**src/rtl/player_state.sv**
```systemverilog
// Per-player tank position, aim and projectile flight/cooldown state machine.
// Optional shot counter enabled by defining PLAYER_SHOT_COUNT_EN.
module player_state #(
  parameter int unsigned X_W        = 4,
  parameter int unsigned X_MAX      = 15,
  parameter int unsigned X_INIT     = 2,
  parameter int unsigned AIM_W      = 3,
  parameter int unsigned AIM_MAX    = 6,
  parameter int unsigned AIM_INIT   = 3,
  parameter int unsigned SHOT_TICKS = 8,
  parameter int unsigned COOLDOWN   = 16
) (
  input  logic             clk,
  input  logic             reset,
  input  logic             tick,
  input  logic             left_x,
  input  logic             right_x,
  input  logic             left_aim,
  input  logic             right_aim,
  input  logic             shoot_out,
  input  logic [4:0]       select,
  output logic [X_W-1:0]   pos_x,
  output logic [AIM_W-1:0] aim,
  output logic             ready,
  output logic             shot_active,
  output logic [X_W-1:0]   shot_x,
  output logic [AIM_W-1:0] shot_aim,
  output logic [3:0]       shot_step,
  output logic             shot_done,
  output logic [7:0]       shots_fired
);

  localparam int unsigned CD_W = (COOLDOWN > 1) ? $clog2(COOLDOWN) : 1;
  localparam logic [3:0]  STEP_LAST = 4'(SHOT_TICKS - 1);

  typedef enum logic [1:0] {S_IDLE, S_FLIGHT, S_COOL, S_NEWGAME} state_e;

  state_e             state_q, state_d;
  logic [X_W-1:0]     pos_q, pos_d;
  logic [AIM_W-1:0]   aim_q, aim_d;
  logic [X_W-1:0]     sx_q, sx_d;
  logic [AIM_W-1:0]   sa_q, sa_d;
  logic [3:0]         step_q, step_d;
  logic               done_q, done_d;
  logic               ready_q, ready_d;
  logic               active_q, active_d;
  logic [CD_W-1:0]    cd_q, cd_d;
  logic               move_ok, aim_ok;

  // Only the new-game bits of the one-hot select gate behaviour.
  logic unused_sel;
  assign unused_sel = ^{select[4:3], select[0]};

`ifdef PLAYER_SHOT_COUNT_EN
  logic [7:0] shots_q, shots_d;
`endif

  always_comb begin
    state_d  = state_q;
    pos_d    = pos_q;
    aim_d    = aim_q;
    sx_d     = sx_q;
    sa_d     = sa_q;
    step_d   = step_q;
    done_d   = 1'b0;
    cd_d     = cd_q;
    move_ok  = 1'b0;
    aim_ok   = 1'b0;
`ifdef PLAYER_SHOT_COUNT_EN
    shots_d  = shots_q;
`endif

    if (select[2]) begin
      state_d = S_NEWGAME;
    end else begin
      case (state_q)
        S_IDLE: begin
          move_ok = 1'b1;
          aim_ok  = 1'b1;
          if (shoot_out) begin
            state_d = S_FLIGHT;
            sx_d    = pos_q;
            sa_d    = aim_q;
            step_d  = '0;
`ifdef PLAYER_SHOT_COUNT_EN
            if (shots_q != 8'hFF) shots_d = shots_q + 8'd1;
`endif
          end
        end
        S_FLIGHT: begin
          move_ok = 1'b1;
          if (tick) begin
            if (step_q == STEP_LAST) begin
              state_d = S_COOL;
              done_d  = 1'b1;
              cd_d    = CD_W'(COOLDOWN - 1);
            end else begin
              step_d = step_q + 4'd1;
            end
          end
        end
        S_COOL: begin
          move_ok = 1'b1;
          aim_ok  = 1'b1;
          if (cd_q == '0) state_d = S_IDLE;
          else            cd_d    = cd_q - CD_W'(1);
        end
        default: begin
          if (select[1]) begin
            state_d = S_IDLE;
            pos_d   = X_W'(X_INIT);
            aim_d   = AIM_W'(AIM_INIT);
            sx_d    = '0;
            sa_d    = '0;
            step_d  = '0;
`ifdef PLAYER_SHOT_COUNT_EN
            shots_d = '0;
`endif
          end
        end
      endcase
    end

    // Saturating moves; opposing pulses in the same cycle cancel.
    if (move_ok && (left_x ^ right_x)) begin
      if (left_x) begin
        if (pos_q != '0) pos_d = pos_q - X_W'(1);
      end else if (pos_q != X_W'(X_MAX)) begin
        pos_d = pos_q + X_W'(1);
      end
    end
    if (aim_ok && (left_aim ^ right_aim)) begin
      if (left_aim) begin
        if (aim_q != '0) aim_d = aim_q - AIM_W'(1);
      end else if (aim_q != AIM_W'(AIM_MAX)) begin
        aim_d = aim_q + AIM_W'(1);
      end
    end

    ready_d  = (state_d == S_IDLE);
    active_d = (state_d == S_FLIGHT);
  end

  always_ff @(posedge clk or negedge reset) begin
    if (!reset) begin
      state_q  <= S_IDLE;
      pos_q    <= X_W'(X_INIT);
      aim_q    <= AIM_W'(AIM_INIT);
      sx_q     <= '0;
      sa_q     <= '0;
      step_q   <= '0;
      done_q   <= 1'b0;
      ready_q  <= 1'b1;
      active_q <= 1'b0;
      cd_q     <= '0;
    end else begin
      state_q  <= state_d;
      pos_q    <= pos_d;
      aim_q    <= aim_d;
      sx_q     <= sx_d;
      sa_q     <= sa_d;
      step_q   <= step_d;
      done_q   <= done_d;
      ready_q  <= ready_d;
      active_q <= active_d;
      cd_q     <= cd_d;
    end
  end

`ifdef PLAYER_SHOT_COUNT_EN
  always_ff @(posedge clk or negedge reset) begin
    if (!reset) shots_q <= '0;
    else        shots_q <= shots_d;
  end
  assign shots_fired = shots_q;
`else
  assign shots_fired = 8'd0;
`endif

  assign pos_x       = pos_q;
  assign aim         = aim_q;
  assign ready       = ready_q;
  assign shot_active = active_q;
  assign shot_x      = sx_q;
  assign shot_aim    = sa_q;
  assign shot_step   = step_q;
  assign shot_done   = done_q;

endmodule

```
**config.mk**
```make
export PLATFORM = sky130hd
export DESIGN_NAME = player_state
export DESIGN_NICKNAME = d
export VERILOG_FILES = /design/src/rtl/player_state.sv
export SDC_FILE = /design/constraint.sdc
export NUM_CORES = 1
export LEC_CHECK = 0
export ABC_AREA = 1
export CAP_MARGIN = 40
export CORE_ASPECT_RATIO = 1.4
export CORE_MARGIN = 2
export CORE_UTILIZATION = 50
export CTS_CLUSTER_DIAMETER = 200
export DETAILED_ROUTE_END_ITERATION = 8
export GPL_ROUTABILITY_DRIVEN = 0
export PLACE_DENSITY = 0.8
export SETUP_SLACK_MARGIN = 0.05
export SLEW_MARGIN = 5
export SYNTH_ARGS = -nofsm -noshare
export SYNTH_HDL_FRONTEND = slang
export SYNTH_SLANG_ARGS = --single-unit
```
**constraint.sdc**
```tcl
create_clock -name clk -period 2 [get_ports clk]
set_input_delay 0.4 -clock clk [delete_from_list [all_inputs] [get_ports clk]]
set_output_delay 0.4 -clock clk [all_outputs]
set_load 0.005 [all_outputs]
```
==> flow_summary_export.csv <==
group,metric,value,unit
sta,finalHoldViolations,0,
synth,syn_area,1852,um^2
worst_setup_path,crit_start,"pos_x[2]",
floorplan,die-width,55.44,um
cts,root_buffer,"clkbuf_8",
routing,avgRoutedWirePerCell,11.18,um
power_and_ir_drop,combPwrFrac,0.532,
cts,clock_latency,270,ps
sta,max_freq,550.3,MHz
routing,dr_total_vias,1562,
worst_setup_path,path_buf_inv,1,
floorplan,fp.dieH,76.01,um
worst_setup_path,cp_max_fo,10,
min_path,min_path_cells,2,
sta,period_share,0.9085,
synth,synthDistinctLibCells,29,
sta,rsz0062_at_grt,"false",
global_routing,antenna_found_initial,0,
cts,htreeDepth,1,
cells_and_area,nets,302,
cts,numCtsBuffers,3,
min_path,hold_class,"reg2reg",
cts,clock-sinks,27,
run_status,run_status,"complete, no violations",
cells_and_area,diodes,0,
cts,cts_tree,"yes",
synth,yosysWarnings,0,
synth,ys_async_sr_fraction,1.000,
synth,yosys.area.top_type,"dfrtp_1",
min_path,hp-start,"cd_q[1]",
cells_and_area,drive_above_1_share,0.1232,
cts,cts_resized,0,
power_and_ir_drop,seqPwrFrac,0.357,
cells_and_area,nFillCells,321,
sta,tns,0,ps
synth,syn_avg_cell_area,7.558,um^2
synth,syn-instance-count,245,
worst_setup_path,reg2reg_depth,9,
power_and_ir_drop,switching_share,0.4268,
power_and_ir_drop,vdd_drop_max,0.0007559,V
synth,synth_top_area_frac,0.3108,
synth,synth_edf_count,0,
synth,ys_top_cells_by_area,"dfrtp_1, nand2_1, ha_1",
sta,drv_slew,0,
synth,yosysMostFrequentCell,"nand2_1",
global_routing,grt_use_total,0.1788,
floorplan,rows,26,
routing,drc,0,
routing,drt-total-wl,3555,um
worst_setup_path,path_delay_family,"buffers and inverters",
synth,yosysSeqAreaShare,0.3676,
power_and_ir_drop,clkPwrFrac,0.111,
worst_setup_path,critPathLaunchType,"flip-flop",
sta,setup_viol,0,
routing,vias_per_cell,4.912,
power_and_ir_drop,total_power,2.845,mW
cts,ctsHoldBuffers,0,
power_and_ir_drop,leakagePower,1.094,nW
routing,firstDrtPassIters,4,
worst_setup_path,critical_path_class,"reg2out",
synth,synth_flop_cell,"dfrtp_1",
floorplan,die_area,4213,um^2
place,dp_hpwl,2740,um
worst_setup_path,critPathMaxStageDelay,580,ps
place,post-place-cells,314,
cts,post-cts-setup-buffer-count,0,
power_and_ir_drop,p_int,1.631,mW
synth,ys_ff_latch,27,
flow_run,cap_violations,0,
power_and_ir_drop,power_density,1293,nW/um^2
routing,drtIter0Drc,40,
cells_and_area,multi_input_area,960.9,um^2
cells_and_area,stdcell_count,318,
place,port_buffers,30,
worst_setup_path,reg2reg_from,"state_q[1]",
worst_setup_path,slowest_stage,"clkdlybuf4s50_1",
worst_setup_path,cp.required,1600,ps
cts,clock_path_buffers,2,
floorplan,coreArea,3611,um^2
worst_setup_path,arrival,1420,ps
synth,synth_common_cells,"nand2_1, inv_1, dfrtp_1, nand3_1, nor2_1",
worst_setup_path,cp-end-kind,"primary output",
global_routing,grt_pass1_vias,1492,
floorplan,ios,42,
worst_setup_path,cp.depth,1,
routing,postRouteAntennaNets,0,
cells_and_area,final-seq-area,680.7,um^2
global_routing,grt_overflow,0,
sta,fin_crit,1817,ps
cells_and_area,syn2layout_area_growth,18.85,%
global_routing,grt_pass1_wl,6230,um
worst_setup_path,crit_chain,"clkdlybuf4s50_1",
sta,skew,1.618,ps
global_routing,grt_max_degree,28,
cts,clkSlewWorstSetupHoldPaths,90,ps
power_and_ir_drop,switching_power,1.214,mW
floorplan,start_util,0.5128,
[logic make-up after synthesis]
kind of cell	count (synthesis)	share of synthesized area
and+or+nand+nor	116	0.2865
DFF	27	0.3676
xor gates and xnor gates	6	0.02838
adders and majority gates	12	0.08108
other	1	0.002025
AOI/OAI and AO/OA	33	0.1068
buffers and inverters	50	0.1277
[worst paths after layout]
| check | end | slack [ps] |
|---|---|---|
| max in group asynchronous | pos_x[1] | 1200 |
| worst max register to register | cd_q[3] | 350 |
| min in group asynchronous | shot_step[0] | 500 |
| worst min register to register | cd_q[1] | 480 |
| worst min-delay path | cd_q[1] | 480 |
| worst max-delay path | pos_x[2] | 180 |
[stage by stage]
step / util / setup slack [ps] / area [um^2] / hold slack [ps]
final: 0.6095 / 183.0 / 2201 / 480.9
after global routing: 0.6095 / 131.2 / 2201 / 518.2
after CTS: 0.6095 / 187.5 / 2201 / 481.0
after detailed placement: 0.5970 / 237.5 / 2156 / 459.2
after global placement: 0.5970 / 263.8 / 2156 / 455.4
after floorplan: - / 542.4 / 1878 / 104.4
[flip-flops by register name (all words and copies together), names as in the netlist]
register     count
aim              3
shot_aim         3
cd_q             4
ready            1
pos_x            4
shot_active      1
state_q          2
shot_x           4
shot_step        4
shot_done        1
[layout make-up]
| class | count | area share |
|---|---|---|
| inverters | 37 | 0.06310 |
| repair buffers | 33 | 0.1467 |
| well taps | 42 | 0.02388 |
| flip-flops and latches | 27 | 0.3093 |
| clock buffers | 4 | 0.02047 |
| multi-input cells | 175 | 0.4366 |
[worst min-delay path, delay by kind of cell, from the launching register on]
family	cells	cell delay [ps]
DFF	1	350
and+or+nand+nor	2	100
[cell usage in the layout (no fill, tap or decap), types with 4 or more instances in the layout]
cell             count
nand2_2              4
dfstp_2              4
xor2_1               4
nand3_1             18
o21ai_0              4
nor2_1              18
dfrtp_1             23
ha_1                12
nand2_1             61
a21oi_1              7
inv_1               32
nor2_2               4
conb_1               8
inv_2                5
nand3_2              4
o21ai_1             14
clkdlybuf4s50_1     30
[power by group through the flow]
| stage | clock, mW | sequential [mW] | combinational [mW] |
|---|---|---|---|
| floorplan | 0 | 0.945 | 1.09 |
| CTS | 0.320 | 1.02 | 1.53 |
| finish | 0.315 | 1.02 | 1.51 |
| global route | 0.344 | 1.06 | 1.73 |
| detailed placement | 0 | 1.03 | 1.52 |
| global placement | 0 | 1.02 | 1.49 |
[routing by layer]
metal  up-vias  share of wire  GRT usage
met5         -              0          0
met4         0          0.015    0.06829
met3         5          0.027    0.01019
met2        30           0.53     0.3345
met1       709           0.43     0.2090
li1        818              -          -
(Power assumes the default switching activity.)
